$ cat src/rtl/fir_coeff_loader_if.sv
// Word-stream and coefficient-bus bundle between the HPS-side driver and fir_coeff_loader.
interface fir_coeff_loader_if #(
    parameter int NUM_TAPS = 4
);
    logic                    start;
    logic                    word_valid;
    logic [15:0]             word_data;
    logic [16*NUM_TAPS-1:0]  coeff_out;
    logic                    load;
    logic                    busy;
    logic                    done;
    logic                    error;

    modport master (
        output start, word_valid, word_data,
        input  coeff_out, load, busy, done, error
    );

    modport slave (
        input  start, word_valid, word_data,
        output coeff_out, load, busy, done, error
    );
endinterface

$ cat src/rtl/fir_coeff_loader.sv
// Collects NUM_TAPS coefficient words into a shadow register and commits them atomically with a load pulse.
// Optional trailing checksum word enabled by defining FIR_COEFF_CHECKSUM_EN.
module fir_coeff_loader #(
    parameter int NUM_TAPS       = 4,
    parameter int TIMEOUT_CYCLES = 1024
) (
    input  logic              clk,
    input  logic              rst,
    fir_coeff_loader_if.slave bus
);
    localparam int CW = $clog2(NUM_TAPS + 1);
    localparam int TW = $clog2(TIMEOUT_CYCLES);
    localparam int W  = 16 * NUM_TAPS;

`ifdef FIR_COEFF_CHECKSUM_EN
    typedef enum logic [1:0] {IDLE, COLLECT, CHECK} state_t;
`else
    typedef enum logic [1:0] {IDLE, COLLECT} state_t;
`endif

    state_t          state;
    logic [CW-1:0]   count;
    logic [TW-1:0]   timer;
    logic [W-1:0]    shadow;
    logic [W-1:0]    shadow_next;
    logic [W-1:0]    coeff_reg;
    logic            load_reg;
    logic            busy_reg;
    logic            done_reg;
    logic            error_reg;
    logic            timeout_hit;
    logic            last_word;

    assign bus.coeff_out = coeff_reg;
    assign bus.load      = load_reg;
    assign bus.busy      = busy_reg;
    assign bus.done      = done_reg;
    assign bus.error     = error_reg;

    // The timer reaching TIMEOUT_CYCLES-1 is the abort point, so the check looks one step ahead.
    assign timeout_hit = (timer == TW'(TIMEOUT_CYCLES - 2));
    assign last_word   = (count == CW'(NUM_TAPS - 1));

    always_comb begin
        shadow_next = shadow;
        for (int k = 0; k < NUM_TAPS; k++) begin
            if (int'(count) == k) begin
                shadow_next[16*k +: 16] = bus.word_data;
            end
        end
    end

`ifdef FIR_COEFF_CHECKSUM_EN
    logic [15:0] tap_sum;

    always_comb begin
        tap_sum = '0;
        for (int k = 0; k < NUM_TAPS; k++) begin
            tap_sum = tap_sum + shadow[16*k +: 16];
        end
    end
`endif

    always_ff @(posedge clk) begin
        if (rst) begin
            state     <= IDLE;
            count     <= '0;
            timer     <= '0;
            shadow    <= '0;
            coeff_reg <= '0;
            load_reg  <= 1'b0;
            busy_reg  <= 1'b0;
            done_reg  <= 1'b0;
            error_reg <= 1'b0;
        end else begin
            load_reg <= 1'b0;
            if (bus.start) begin
                state     <= COLLECT;
                count     <= '0;
                timer     <= '0;
                done_reg  <= 1'b0;
                error_reg <= 1'b0;
                busy_reg  <= 1'b1;
            end else begin
                case (state)
                    COLLECT: begin
                        if (bus.word_valid) begin
                            shadow <= shadow_next;
                            count  <= count + 1'b1;
                            timer  <= '0;
                            if (last_word) begin
`ifdef FIR_COEFF_CHECKSUM_EN
                                state <= CHECK;
`else
                                coeff_reg <= shadow_next;
                                load_reg  <= 1'b1;
                                done_reg  <= 1'b1;
                                busy_reg  <= 1'b0;
                                count     <= '0;
                                state     <= IDLE;
`endif
                            end
                        end else if (timeout_hit) begin
                            error_reg <= 1'b1;
                            busy_reg  <= 1'b0;
                            count     <= '0;
                            timer     <= '0;
                            state     <= IDLE;
                        end else begin
                            timer <= timer + 1'b1;
                        end
                    end
`ifdef FIR_COEFF_CHECKSUM_EN
                    CHECK: begin
                        if (bus.word_valid) begin
                            if (bus.word_data == tap_sum) begin
                                coeff_reg <= shadow;
                                load_reg  <= 1'b1;
                                done_reg  <= 1'b1;
                            end else begin
                                error_reg <= 1'b1;
                            end
                            busy_reg <= 1'b0;
                            count    <= '0;
                            timer    <= '0;
                            state    <= IDLE;
                        end else if (timeout_hit) begin
                            error_reg <= 1'b1;
                            busy_reg  <= 1'b0;
                            count     <= '0;
                            timer     <= '0;
                            state     <= IDLE;
                        end else begin
                            timer <= timer + 1'b1;
                        end
                    end
`endif
                    default: ;
                endcase
            end
        end
    end
endmodule

$ cat src/flat_wrapper.sv
// flat-port wrapper written by rule: the top's interface ports become plain ports
module fir_coeff_loader_flat 
#(
    parameter int NUM_TAPS       = 4,
    parameter int TIMEOUT_CYCLES = 1024
)
  (clk, rst, bus_start, bus_word_valid, bus_word_data, bus_coeff_out, bus_load, bus_busy, bus_done, bus_error);
  fir_coeff_loader_if #(.NUM_TAPS(NUM_TAPS)) bus_i ();
  input  logic clk;
  input  logic rst;
  input wire logic [$bits(bus_i.start)-1:0] bus_start;
  input wire logic [$bits(bus_i.word_valid)-1:0] bus_word_valid;
  input wire logic [$bits(bus_i.word_data)-1:0] bus_word_data;
  output wire logic [$bits(bus_i.coeff_out)-1:0] bus_coeff_out;
  output wire logic [$bits(bus_i.load)-1:0] bus_load;
  output wire logic [$bits(bus_i.busy)-1:0] bus_busy;
  output wire logic [$bits(bus_i.done)-1:0] bus_done;
  output wire logic [$bits(bus_i.error)-1:0] bus_error;
  assign bus_i.start = bus_start;
  assign bus_i.word_valid = bus_word_valid;
  assign bus_i.word_data = bus_word_data;
  assign bus_coeff_out = bus_i.coeff_out;
  assign bus_load = bus_i.load;
  assign bus_busy = bus_i.busy;
  assign bus_done = bus_i.done;
  assign bus_error = bus_i.error;
  fir_coeff_loader #(.NUM_TAPS(NUM_TAPS), .TIMEOUT_CYCLES(TIMEOUT_CYCLES)) u_core (.clk(clk), .rst(rst), .bus(bus_i));
endmodule
$ cat config.mk
export PLATFORM = sky130hd
export DESIGN_NAME = fir_coeff_loader_flat
export DESIGN_NICKNAME = d
export VERILOG_FILES = /design/src/rtl/fir_coeff_loader_if.sv /design/src/rtl/fir_coeff_loader.sv /design/src/flat_wrapper.sv
export SDC_FILE = /design/constraint.sdc
export NUM_CORES = 1
export LEC_CHECK = 0
export ABC_AREA = 0
export CAP_MARGIN = 20
export CORE_MARGIN = 3
export CORE_UTILIZATION = 45
export DETAILED_ROUTE_END_ITERATION = 6
export PLACE_DENSITY = 0.78
export SLEW_MARGIN = 10
export SYNTH_ARGS = -nofsm -noshare
export SYNTH_HDL_FRONTEND = slang
export SYNTH_SLANG_ARGS = --single-unit
$ cat constraint.sdc
create_clock -name clk -period 1.91 [get_ports clk]
set_input_delay 0.382 -clock clk [delete_from_list [all_inputs] [get_ports clk]]
set_output_delay 0.382 -clock clk [all_outputs]
set_load 0.005 [all_outputs]
Yosys cells after proc, flatten, opt, wreduce, memory -nomap -nowiden --
Index checks and enable logic that the tools add are counted.
Cells by class: $add $sub $neg 2, equal/unequal tests 8, multiplexer cells 20, bitwise logic cells 3, reductions and logical operators 13
Operators by type and width (number):
- 16-bit 2-to-1 mux | 4
- 10-bit 2-to-1 mux | 2
- 3-bit AND reduction | 5
- 10-bit by 1-bit adder with 10-bit output (second input constant) | 1
- 10-bit == test (second input constant) | 1
- 3-bit 2-to-1 mux | 3
- 1-bit 2-to-1 mux | 8
- 3-bit by 2-bit == test with 1-bit output (second input constant) | 2
- 3-bit == test (second input constant) | 2
- 2-bit 2-to-1 mux | 3
- 4-bit AND reduction | 1
- 2-bit nonzero test | 2
- 4-bit OR reduction | 1
- 3-bit by 1-bit adder with 3-bit output (second input constant) | 1
- 3-bit logical NOT | 1
- 3-bit by 2-bit != test with 1-bit output (second input constant) | 1
- 1-bit NOT | 3
- 3-bit nonzero test | 1
- 2-bit by 1-bit == test with 1-bit output (second input constant) | 1
- 2-bit by 1-bit != test with 1-bit output (second input constant) | 1
- 2-bit AND reduction | 1
- 2-bit OR reduction | 1
Word-level totals: register bits after elaboration 147, output and inout bits 68

Longest topological paths before layout --
depth in word-level cells 5, depth in mapped cells 9, depth with buffers taken out 6

Worst setup path before layout --
No wires, ideal clock.
path kind reg-to-reg, from reg u_core.count[0], to reg u_core.shadow[38], library setup time 0.132 ns, arrival time 1.394 ns, required time 1.778 ns, path slack 0.384 ns, stages on the path, launching flop included 10, path buffers 3, cells stage by stage dfxtp_1 inv_1 ha_1 nor2b_1 buf_4 nor2b_1 buf_4 buf_4 nand2_1 a21oi_1
Between the ends: longest elaborated chain between the ends 2
Ends and longest elaborated chain:
- start, declared | line fir_coeff_loader.sv:22 | logic [CW-1:0] count;
- start signal, assigned | line fir_coeff_loader.sv:89 | count <= count + 1'b1;
- 3-bit == test | line fir_coeff_loader.sv:47 | if (int'(count) == k) begin
- 16-bit 2-to-1 mux | line fir_coeff_loader.sv:47
- end signal, assigned | line fir_coeff_loader.sv:88 | shadow <= shadow_next;
- end, declared | line fir_coeff_loader.sv:24 | logic [W-1:0] shadow;
Every way passes these cells. A chain may end at the register's enable or synchronous reset.

Worst setup path in the final report --
from reg u_core.busy_reg (netlist: u_core.bus.busy), to out bus_busy
RTL lines:
- start, declared | line fir_coeff_loader.sv:28 | logic busy_reg;
- start signal, assigned | line fir_coeff_loader.sv:72 | busy_reg <= 1'b0;
- start signal, assigned | line fir_coeff_loader.sv:83 | busy_reg <= 1'b1;
- start signal, assigned | line fir_coeff_loader.sv:98 | busy_reg <= 1'b0;
- end, declared | line flat_wrapper.sv:16 | output wire logic [$bits(bus_i.busy)-1:0] bus_busy;
No word-level cell between the ends.

==> metrics.txt <==
Slew Viols, Final=0; HP Class=primary input to flop; final worst-path cycle share=94.0%; Worst Skew=0.00776 ns; number of port buffers=87; Wirelength per Cell=15.6 um; antenna violations before repair=0; Ports=88; CP Capture Type=primary output; Ant. Diodes=0; initial cell density of the core=46.4%; TritonRoute pass-1 iters=5; Critical Path, Cell by Cell=clkdlybuf4s50_1; post-DP HPWL=8660 um; Syn Inst Count=595; Die Y=115 um; DRT iter0 DRCs=216; Die ar.=13,200 um2; core area=11,500 um2; clk slew on worst S/H paths=0.05 ns; hold-fix buffers at CTS=0; CTS root buffer=clkbuf_16; layout cells sized above 1=11.4%; synthesized area=5320 um2; # H-tree levels=4; number of global-route vias before repair=4,437; synthesized net count=621; WP data required=1.53 ns; area delta synth->final=32.3%; Top FF cell, synth=dfxtp_1; startpoint types=flop; PostCTS Resize Cnt=0; total grt overflow=0; Clock Path Buffers=2; CP max FO=5; final setup fails=0; drt drc=0; RD Place Congestion=0.828; max_slew headroom=65.2%; mean post-synth cell area=8.95 um2; Post-synth EDFFs=0; Non-Filler Instances=830; ys async rst share=0%; Tmin final=1.79 ns; Final Hold Fails=0; CTS Buf Count=17; Pwr Density=912 nW/um2; hold slack=0.416 ns; CP top delay family=buffers and inverters; Die Wd=115 um; max cap viols=0; Nets=700; Synth Register Bits=129; worst vdd ir=569 uV; CP max-delay cell=clkdlybuf4s50_1; vias post-DR=4,433; Clk Latency, worst-skew pair=0.41 ns; worst slew pin tran=0.522 ns; post-CTS setup buffer count=0; worst path bufs/invs=1; worst reg-to-reg setup slack=0.16 ns; CTS tree=built; clock net sink count=129; Synth warnings=0; Synth cell types=39; post-route ant nets=0; critical path class=flop to primary output; row count=39; largest net degree at the start of global routing=116; static leakage=2.37 nW; max FFs per register=64; post-synthesis sequential area ratio=48.5%; global-route wire length before repair=21,500 um; Inst Count DP=798; GRT Util Overall=20.6%; Finished Cell Area=7050 um2; Routed WL=13,000 um; CP Data Arrival Time=1.41 ns; Max Fclk=557 MHz; placed cell areas=6400 um2; outcome=finished, final reports clean; slowest stage delay, CP=0.55 ns; RSZ-0062 raised after global routing=false; DR vias/cell=5.34
==> metal layers <==
layer,wire (um),vias up,global-route usage (%)
li1,-,2182,-
met1,5910,2094,26.9
met2,5930,133,32.5
met3,935,24,6.53
met4,193,0,6.81
met5,0,-,0
==> cell usage in the layout (no fill, tap or decap), types with 4 or more instances in the layout <==
| master | count |
|---|---|
| nor2b_2 | 4 |
| xor2_1 | 5 |
| clkbuf_8 | 4 |
| nand3_1 | 4 |
| nand4_1 | 4 |
| bufinv_16 | 4 |
| buf_4 | 13 |
| clkbuf_16 | 17 |
| buf_12 | 11 |
| a21oi_1 | 66 |
| dfxtp_1 | 129 |
| inv_1 | 5 |
| clkdlybuf4s50_1 | 86 |
| ha_1 | 6 |
| mux2i_1 | 48 |
| nand2b_1 | 4 |
| a211oi_2 | 16 |
| nor2_1 | 58 |
| nand2_1 | 136 |
| a211oi_1 | 32 |
==> synth_stat cells (2+ instances only) <==
master,number,area share (%)
a21boi_0,2,0.28
nand2b_1,4,0.47
dfxtp_1,129,49
a211oi_1,32,4.5
nand2_1,136,9.6
buf_2,16,1.5
a21oi_1,66,6.2
nand4_1,4,0.47
clkbuf_1,15,1.1
a211oi_2,16,3.8
nor2b_2,2,0.33
nand3_1,4,0.38
ha_1,6,1.4
nor2_1,58,4.1
inv_1,5,0.35
o21ai_0,3,0.28
mux2i_1,48,9.0
nor3_1,2,0.19
xor2_1,5,0.82
clkbuf_2,2,0.19
buf_4,12,1.7
and4_1,3,0.49
nor2b_1,5,0.59
xnor2_1,2,0.33
buf_6,4,0.85
==> path summary, 6_finish.rpt <==
kind,startpoint,endpoint,cells past startpoint
hold / removal,rst,u_core.bus.error,4
hold reg to reg,u_core.bus.coeff_out[58],u_core.bus.coeff_out[58],2
setup reg to reg,u_core.timer[0],u_core.count[1],7
setup / recovery,u_core.bus.busy,bus_busy,1
==> report_power, final <==
part	total, W	switching, W	internal (W)
combinational	0.000260	0.000158	0.000103
sequential	0.00271	0.00000922	0.00271
clock	0.00345	0.00113	0.00232
total	0.00642	0.00130	0.00513
==> metrics by stage <==
stage                     power [W]  TNS (ns)  utilization (%)  setup WS, ns
after detailed placement    0.00303     -3.31             55.8        -0.103
after CTS                   0.00647         0             61.4        0.0972
final                       0.00642         0             61.4         0.115
after floorplan             0.00290         0                -         0.384
after global routing        0.00663         0             61.4        0.0137
after global placement      0.00302    -0.250             55.8       -0.0310
==> cell type report <==
cell class	instances	area [um2]
inverter	5	18.8
timing repair buffer	110	1180
tap	143	179
multi-input combinational	411	2450
clock buffer	23	488
sequential	129	2580
fill	902	4420
clock inverter	9	153
==> kinds of logic (layout without fill, tap and decap cells) <==
family | Yosys count | after routing | share of synthesized area [%]
buf+inv | 55 | 147 | 5.78
flops | 129 | 129 | 48.5
simple gates | 223 | 223 | 17.8
fa+ha+maj | 6 | 6 | 1.41
mux | 48 | 48 | 9.02
compound gates | 127 | 127 | 16.3
xor+xnor | 7 | 7 | 1.15
Note: power is estimated with default switching activity, not from simulation.
